==> src/rtl/chip8_pkg.sv <==
`default_nettype none
// +--------------------------------------------------------------------------+
// | chip8_pkg                                                                |
// | Opcode class encodings and decoded-record layout shared by the decoder.  |
// | Revision: 1.0                                                            |
// +--------------------------------------------------------------------------+
package chip8_pkg;

  localparam int OP_W    = 6;
  localparam int NIB_W   = 4;
  localparam int BYTE_W  = 8;
  localparam int INSTR_W = 16;

  localparam logic [OP_W-1:0] OP_ILLEGAL  = 6'd0;
  localparam logic [OP_W-1:0] OP_CLS      = 6'd1;
  localparam logic [OP_W-1:0] OP_RET      = 6'd2;
  localparam logic [OP_W-1:0] OP_SYS      = 6'd3;
  localparam logic [OP_W-1:0] OP_JP       = 6'd4;
  localparam logic [OP_W-1:0] OP_CALL     = 6'd5;
  localparam logic [OP_W-1:0] OP_SE_VK    = 6'd6;
  localparam logic [OP_W-1:0] OP_SNE_VK   = 6'd7;
  localparam logic [OP_W-1:0] OP_SE_VV    = 6'd8;
  localparam logic [OP_W-1:0] OP_LD_VK    = 6'd9;
  localparam logic [OP_W-1:0] OP_ADD_VK   = 6'd10;
  localparam logic [OP_W-1:0] OP_LD_VV    = 6'd11;
  localparam logic [OP_W-1:0] OP_OR       = 6'd12;
  localparam logic [OP_W-1:0] OP_AND      = 6'd13;
  localparam logic [OP_W-1:0] OP_XOR      = 6'd14;
  localparam logic [OP_W-1:0] OP_ADD_VV   = 6'd15;
  localparam logic [OP_W-1:0] OP_SUB      = 6'd16;
  localparam logic [OP_W-1:0] OP_SHR      = 6'd17;
  localparam logic [OP_W-1:0] OP_SUBN     = 6'd18;
  localparam logic [OP_W-1:0] OP_SHL      = 6'd19;
  localparam logic [OP_W-1:0] OP_SNE_VV   = 6'd20;
  localparam logic [OP_W-1:0] OP_LD_I     = 6'd21;
  localparam logic [OP_W-1:0] OP_JP_V0    = 6'd22;
  localparam logic [OP_W-1:0] OP_RND      = 6'd23;
  localparam logic [OP_W-1:0] OP_DRW      = 6'd24;
  localparam logic [OP_W-1:0] OP_SKP      = 6'd25;
  localparam logic [OP_W-1:0] OP_SKNP     = 6'd26;
  localparam logic [OP_W-1:0] OP_LD_VX_DT = 6'd27;
  localparam logic [OP_W-1:0] OP_LD_VX_K  = 6'd28;
  localparam logic [OP_W-1:0] OP_LD_DT_VX = 6'd29;
  localparam logic [OP_W-1:0] OP_LD_ST_VX = 6'd30;
  localparam logic [OP_W-1:0] OP_ADD_I_VX = 6'd31;
  localparam logic [OP_W-1:0] OP_LD_F     = 6'd32;
  localparam logic [OP_W-1:0] OP_LD_B     = 6'd33;
  localparam logic [OP_W-1:0] OP_ST_REGS  = 6'd34;
  localparam logic [OP_W-1:0] OP_LD_REGS  = 6'd35;
  localparam logic [OP_W-1:0] OP_SCD      = 6'd36;
  localparam logic [OP_W-1:0] OP_SCR      = 6'd37;
  localparam logic [OP_W-1:0] OP_SCL      = 6'd38;
  localparam logic [OP_W-1:0] OP_EXIT     = 6'd39;
  localparam logic [OP_W-1:0] OP_LOW      = 6'd40;
  localparam logic [OP_W-1:0] OP_HIGH     = 6'd41;
  localparam logic [OP_W-1:0] OP_LD_HF    = 6'd42;
  localparam logic [OP_W-1:0] OP_ST_RPL   = 6'd43;
  localparam logic [OP_W-1:0] OP_LD_RPL   = 6'd44;

  // Only class and raw word are stored; operand fields are re-sliced at the head.
  typedef struct packed {
    logic                illegal;
    logic [OP_W-1:0]     op;
    logic [INSTR_W-1:0]  instr;
  } dec_rec_t;

  localparam int REC_W = $bits(dec_rec_t);

endpackage
`default_nettype wire

==> src/rtl/decode_fifo.sv <==
`default_nettype none
// +--------------------------------------------------------------------------+
// | decode_fifo                                                              |
// | Generic synchronous FIFO with flush, full/empty, async active-low reset. |
// | Revision: 1.0                                                            |
// +--------------------------------------------------------------------------+
module decode_fifo #(
  parameter int WIDTH = 8,
  parameter int DEPTH = 2
) (
  input  logic             clk,
  input  logic             rst,
  input  logic             flush,
  input  logic             push,
  input  logic [WIDTH-1:0] push_data,
  input  logic             pop,
  output logic [WIDTH-1:0] pop_data,
  output logic             full,
  output logic             empty
);

  localparam int AW = $clog2(DEPTH);

  logic [WIDTH-1:0] r_mem [DEPTH];
  logic [AW:0]      r_wr_ptr;
  logic [AW:0]      r_rd_ptr;
  logic             w_push;
  logic             w_pop;

  // Extra pointer bit distinguishes full from empty when the indices match.
  assign full     = (r_wr_ptr[AW] != r_rd_ptr[AW]) && (r_wr_ptr[AW-1:0] == r_rd_ptr[AW-1:0]);
  assign empty    = (r_wr_ptr == r_rd_ptr);
  assign w_push   = push && !full;
  assign w_pop    = pop && !empty;
  assign pop_data = r_mem[r_rd_ptr[AW-1:0]];

  always_ff @(posedge clk or negedge rst) begin
    if (!rst) begin
      r_wr_ptr <= '0;
      r_rd_ptr <= '0;
      for (int i = 0; i < DEPTH; i++) r_mem[i] <= '0;
    end else if (flush) begin
      r_wr_ptr <= '0;
      r_rd_ptr <= '0;
    end else begin
      if (w_push) begin
        r_mem[r_wr_ptr[AW-1:0]] <= push_data;
        r_wr_ptr                <= r_wr_ptr + 1'b1;
      end
      if (w_pop) r_rd_ptr <= r_rd_ptr + 1'b1;
    end
  end

endmodule
`default_nettype wire

==> src/rtl/decode_pipe.sv <==
`default_nettype none
// +--------------------------------------------------------------------------+
// | decode_pipe                                                              |
// | Pipelined CHIP-8 / SUPER-CHIP decoder with word or byte-pair input.      |
// | Revision: 1.0                                                            |
// +--------------------------------------------------------------------------+
module decode_pipe
  import chip8_pkg::*;
#(
  parameter int BYTE_IN  = 0,
  parameter int SCHIP_EN = 0,
  parameter int ADDR_W   = 12,
  parameter int DEPTH    = 2
) (
  input  logic               clk,
  input  logic               rst,
  input  logic               flush,
  input  logic               in_valid,
  input  logic [INSTR_W-1:0] in_data,
  output logic               in_ready,
  output logic               out_valid,
  input  logic               out_ready,
  output logic [OP_W-1:0]    op,
  output logic [NIB_W-1:0]   x,
  output logic [NIB_W-1:0]   y,
  output logic [NIB_W-1:0]   n,
  output logic [BYTE_W-1:0]  kk,
  output logic [ADDR_W-1:0]  nnn,
  output logic               illegal,
  output logic [INSTR_W-1:0] instr
);

  function automatic logic [OP_W-1:0] classify(input logic [15:0] w, input logic sc);
    logic [OP_W-1:0] r;
    r = OP_ILLEGAL;
    case (w[15:12])
      4'h0: begin
        if (sc && w[11:4] == 8'h0C)        r = OP_SCD;
        else if (sc && w[11:0] == 12'h0FB) r = OP_SCR;
        else if (sc && w[11:0] == 12'h0FC) r = OP_SCL;
        else if (sc && w[11:0] == 12'h0FD) r = OP_EXIT;
        else if (sc && w[11:0] == 12'h0FE) r = OP_LOW;
        else if (sc && w[11:0] == 12'h0FF) r = OP_HIGH;
        else if (w[11:0] == 12'h0E0)       r = OP_CLS;
        else if (w[11:0] == 12'h0EE)       r = OP_RET;
        else                               r = OP_SYS;
      end
      4'h1: r = OP_JP;
      4'h2: r = OP_CALL;
      4'h3: r = OP_SE_VK;
      4'h4: r = OP_SNE_VK;
      4'h5: if (w[3:0] == 4'h0) r = OP_SE_VV;
      4'h6: r = OP_LD_VK;
      4'h7: r = OP_ADD_VK;
      4'h8: begin
        case (w[3:0])
          4'h0:    r = OP_LD_VV;
          4'h1:    r = OP_OR;
          4'h2:    r = OP_AND;
          4'h3:    r = OP_XOR;
          4'h4:    r = OP_ADD_VV;
          4'h5:    r = OP_SUB;
          4'h6:    r = OP_SHR;
          4'h7:    r = OP_SUBN;
          4'hE:    r = OP_SHL;
          default: r = OP_ILLEGAL;
        endcase
      end
      4'h9: if (w[3:0] == 4'h0) r = OP_SNE_VV;
      4'hA: r = OP_LD_I;
      4'hB: r = OP_JP_V0;
      4'hC: r = OP_RND;
      4'hD: r = OP_DRW;
      4'hE: begin
        case (w[7:0])
          8'h9E:   r = OP_SKP;
          8'hA1:   r = OP_SKNP;
          default: r = OP_ILLEGAL;
        endcase
      end
      4'hF: begin
        case (w[7:0])
          8'h07:   r = OP_LD_VX_DT;
          8'h0A:   r = OP_LD_VX_K;
          8'h15:   r = OP_LD_DT_VX;
          8'h18:   r = OP_LD_ST_VX;
          8'h1E:   r = OP_ADD_I_VX;
          8'h29:   r = OP_LD_F;
          8'h33:   r = OP_LD_B;
          8'h55:   r = OP_ST_REGS;
          8'h65:   r = OP_LD_REGS;
          8'h30:   r = sc ? OP_LD_HF  : OP_ILLEGAL;
          8'h75:   r = sc ? OP_ST_RPL : OP_ILLEGAL;
          8'h85:   r = sc ? OP_LD_RPL : OP_ILLEGAL;
          default: r = OP_ILLEGAL;
        endcase
      end
    endcase
    return r;
  endfunction

  logic               w_full;
  logic               w_empty;
  logic               w_accept;
  logic               w_push;
  logic [INSTR_W-1:0] w_word;
  logic [OP_W-1:0]    w_op;
  dec_rec_t           w_rec_in;
  dec_rec_t           w_head;

  assign w_accept = in_valid && in_ready;

  if (BYTE_IN != 0) begin : g_byte
    localparam logic [0:0] ST_HI = 1'b0;
    localparam logic [0:0] ST_LO = 1'b1;

    logic [0:0]        r_state;
    logic [BYTE_W-1:0] r_hi;
    logic              w_unused_hi;

    assign w_unused_hi = ^in_data[15:8];
    // The high byte never needs a queue slot; only the completing low byte does.
    assign in_ready    = rst && ((r_state == ST_HI) || !w_full);
    assign w_push      = w_accept && (r_state == ST_LO) && !flush;
    assign w_word      = {r_hi, in_data[7:0]};

    always_ff @(posedge clk or negedge rst) begin
      if (!rst) begin
        r_state <= ST_HI;
        r_hi    <= '0;
      end else if (flush) begin
        r_state <= ST_HI;
      end else if (w_accept) begin
        if (r_state == ST_HI) begin
          r_hi    <= in_data[7:0];
          r_state <= ST_LO;
        end else begin
          r_state <= ST_HI;
        end
      end
    end
  end else begin : g_word
    assign in_ready = rst && !w_full;
    assign w_push   = w_accept && !flush;
    assign w_word   = in_data;
  end

  assign w_op             = classify(w_word, SCHIP_EN != 0);
  assign w_rec_in.illegal = (w_op == OP_ILLEGAL);
  assign w_rec_in.op      = w_op;
  assign w_rec_in.instr   = w_word;

  decode_fifo #(
    .WIDTH (REC_W),
    .DEPTH (DEPTH)
  ) u_fifo (
    .clk       (clk),
    .rst       (rst),
    .flush     (flush),
    .push      (w_push),
    .push_data (w_rec_in),
    .pop       (out_valid && out_ready),
    .pop_data  (w_head),
    .full      (w_full),
    .empty     (w_empty)
  );

  assign out_valid = !w_empty;
  assign op        = w_head.op;
  assign illegal   = w_head.illegal;
  assign instr     = w_head.instr;
  assign x         = w_head.instr[11:8];
  assign y         = w_head.instr[7:4];
  assign n         = w_head.instr[3:0];
  assign kk        = w_head.instr[7:0];
  assign nnn       = ADDR_W'(w_head.instr[11:0]);

endmodule
`default_nettype wire

==> config.mk <==
export PLATFORM = sky130hd
export DESIGN_NAME = decode_pipe
export DESIGN_NICKNAME = d
export VERILOG_FILES = /design/src/rtl/chip8_pkg.sv /design/src/rtl/decode_fifo.sv /design/src/rtl/decode_pipe.sv
export SDC_FILE = /design/constraint.sdc
export NUM_CORES = 1
export LEC_CHECK = 0
export BUFFER_PORTS_ARGS = -buffer_cell sky130_fd_sc_hd__buf_2
export CAP_MARGIN = 10
export CORE_MARGIN = 2
export CORE_UTILIZATION = 50
export CTS_BUF_LIST = sky130_fd_sc_hd__clkbuf_8
export CTS_CLUSTER_DIAMETER = 40
export DETAILED_ROUTE_END_ITERATION = 8
export PLACE_DENSITY = 0.79
export SLEW_MARGIN = 25
export SYNTH_ARGS = -nofsm -noshare
export SYNTH_HDL_FRONTEND = slang
export SYNTH_SLANG_ARGS = --single-unit
==> constraint.sdc <==
create_clock -name clk -period 1.8 [get_ports clk]
set_input_delay 0.09 -clock clk [delete_from_list [all_inputs] [get_ports clk]]
set_output_delay 0.09 -clock clk [all_outputs]
set_load 0.01 [all_outputs]
==> flow_summary.yaml <==
power_and_ir_drop:
  pwr-share-clk: 0.206
  ir_drop_uv: 560
  p_int_mw: 2.58
  p_leak_nw: 1.82
  power_density_nw_per_um2: 1050
  p_seq_frac: 0.397
  combPwrFrac: 0.397
  p_switching_mw: 1.31
  switching_share: 0.336
cells_and_area:
  design_area_um2: 3700
  final_layout_size_suffix_gt1_frac: 0.449
  fin_nets: 408
  num_antenna_cells: 0
  area_delta_synth_final_pct: 19.0
  finish.utilization: 0.622
sta:
  slew_viol_final: 0
  setup_viol: 1
  tns_ns: -0.00696
  rsz0062_at_grt: "yes"
  fin_skew_ns: 0.00818
  worst_slack_ns: -0.00696
  min_period_over_period: 1.00
  hold_viol_final: 0
  relSlewSlack: 0.586
  max_clock_freq_mhz: 553
  tightestPinTransition_ns: 0.621
  period_minus_slack_ns: 1.81
synth:
  ys_warn_count: 0
  ys.flop_type: "dfrtp_1"
  synth_common_cells: "50 x dfrtp_1, 39 x mux2_2, 36 x nand2_1, 32 x buf_4, 29 x o21ai_0"
  ys_seq_elements: 50
  yosysSeqAreaShare: 0.402
  synth-async-reset-ratio: 1.00
  synth_area_um2: 3110
  ys_types: 47
  synth.most_common_cell: "dfrtp_1"
  syn_nets: 340
  synth.area.top_cells: "dfrtp_1 40%, mux2_2 14%, buf_4 7.7%"
  synth_area_per_cell_um2: 9.92
  synth-edff-count: 0
  syn_inst: 314
  synth_top_cell_area_share: 0.402
  synth_top_cell_by_area: "dfrtp_1"
clock_network:
  cts_made_buffers: 5
  cts_root_buf: "clkbuf_8"
  cts_sinks: 50
  clk_pin_slew_ns: 0.10
  clk_latency_ns: 0.31
  clock_tree.buffer_depth: 2
  cts_tree: "yes"
  htree_num_levels: 2
floorplan:
  die_w_um: 82.9
  rows: 28
  core_um2: 5960
  die_h_um: 82.9
  io_pins: 78
  dieArea_um2: 6880
  initial_utilization: 0.523
setup_path:
  cp.required_ns: 2.03
  cp_slowest_stage_delay_ns: 0.42
  crit_path_end_kind: "flip-flop"
  critPathArrivalTime_ns: 2.04
  crit_family: "simple AND/OR/NAND/NOR gates"
  crit_type: "reg2reg"
  cp_max_fo: 16
  critPathBufInv: 1
  worstPathCellList: "xnor2_2 > a21boi_2 > nand2_2 > or3_4 > buf_12 > nand3b_1 > o31ai_2"
  crit_path_start: "u_fifo.r_rd_ptr[0]"
  rr_startpoint: "u_fifo.r_rd_ptr[0]"
  start_kind: "flip-flop"
  cpMaxStageDelayCell: "dfrtp_1"
grt:
  grt_pass1_vias: 2380
  grt_start_max_net_pins: 51
  grt_util_all_layers: 0.209
  grt_pass1_wl_um: 11700
  overflow: 0
  antenna_found_initial: 0
detailed_routing:
  drc: 0
  drtAntennaViolNets: 0
  via_count: 2516
  wirelength_um: 6940
  dr.pass1.iters: 4
  wl_per_cell_um: 15.2
  drt_iter0_markers: 143
  vias_per_cell: 5.49
place:
  io_buffers: 77
  place_area_um2: 3510
  place_congestion: 0.873
  post-dp-hpwl_um: 4980
hold_path:
  worst_hold_path_type: "in2reg"
  min_from: "in_data[8]"
outcome:
  failed_checks: "negative setup slack"
  outcome: "complete, but fails checks"
flow_run:
  max-cap-violations: 0
routing by layer:
metal | share of wire | global-route usage | up-vias
met3 | 0.070 | 0.0427 | 8
met4 | 0.013 | 0.0641 | 0
met2 | 0.47 | 0.326 | 95
met5 | 0 | 0 | -
li1 | - | - | 1210
met1 | 0.45 | 0.293 | 1203
placed cells by master, fill, tap and decap left out, drive strengths merged, types with 3 or more instances in the layout:
| master | instances |
|---|---|
| a21oi | 7 |
| a31oi | 5 |
| and3b | 4 |
| buf | 109 |
| clkbuf | 5 |
| dfrtp | 50 |
| ha | 5 |
| inv | 7 |
| mux2 | 44 |
| nand2 | 37 |
| nand3 | 10 |
| nand3b | 3 |
| nand4 | 3 |
| nor2 | 11 |
| nor2b | 5 |
| nor3b | 5 |
| nor4bb | 3 |
| o21ai | 29 |
| o31ai | 3 |
| xnor2 | 3 |
| xor2 | 5 |
cell type report:
type	count	area, um^2
tap	75	93.8
multi-input combinational	207	1530
inverter	6	22.5
timing repair buffer	112	694
fill	492	2250
clock buffer	5	68.8
sequential	50	1250
clock inverter	3	43.8
sequential cells by signal, indices dropped and copies added, names as in the netlist:
signal and count:
u_fifo.r_mem 46, u_fifo.r_rd_ptr 2, u_fifo.r_wr_ptr 2
cell families (layout without fill, tap and decap cells):
family                   count (synthesis)  after routing  synth area share
XOR/XNOR                                 8              8            0.0225
AND/OR/NAND/NOR                         92             92             0.160
AO/OA/AOI/OAI                           57             57             0.112
adder cells (fa/ha/maj)                  5              5            0.0201
multiplexers                            45             45             0.168
buffers and inverters                   57            126             0.115
flip-flops                              50             50             0.402
power groups by stage:
stage / Clock [mW] / Combinational, mW / Sequential (mW)
finish: 0.800 / 1.55 / 1.55
global route: 0.868 / 1.70 / 1.59
CTS: 0.815 / 1.56 / 1.55
detailed placement: 0 / 1.53 / 1.57
global placement: 0 / 1.51 / 1.55
floorplan: 0 / 1.30 / 1.52
repair_timing:
action / in CTS / in global routing
pin swaps: 1 / 0
cloned: 1 / 0
endpoints found under the hold margin: 53 / 0
resized for setup: 1 / 8
buffers inserted: 1 / 0
hold buffers: 2 / 0
endpoints found under the setup margin: 6 / 42
stage by stage:
step	power (mW)	instances	hold slack, ns	worst slack [ns]
floorplan	2.82	314	-0.206	-0.180
global placement	3.05	446	0.275	-0.123
detailed placement	3.10	446	0.295	-0.180
CTS	3.92	458	0.0392	-0.0240
global route	4.15	458	0.0443	-0.0742
finish	3.89	458	0.0438	-0.00696
worst paths after layout:
| path | depth (start not counted) | slack (ns) | end |
|---|---|---|---|
| max | 7 | -0.007 | u_fifo.r_mem[45] |
| min | 2 | 0.04 | u_fifo.r_mem[8] |
| max reg2reg | 7 | -0.007 | u_fifo.r_mem[45] |
| min reg2reg | 2 | 0.48 | u_fifo.r_mem[15] |
| max in group asynchronous | 3 | 0.91 | u_fifo.r_mem[4] |
| min in group asynchronous | 3 | 0.47 | u_fifo.r_mem[13] |
Power figures use the tool's default switching activity.
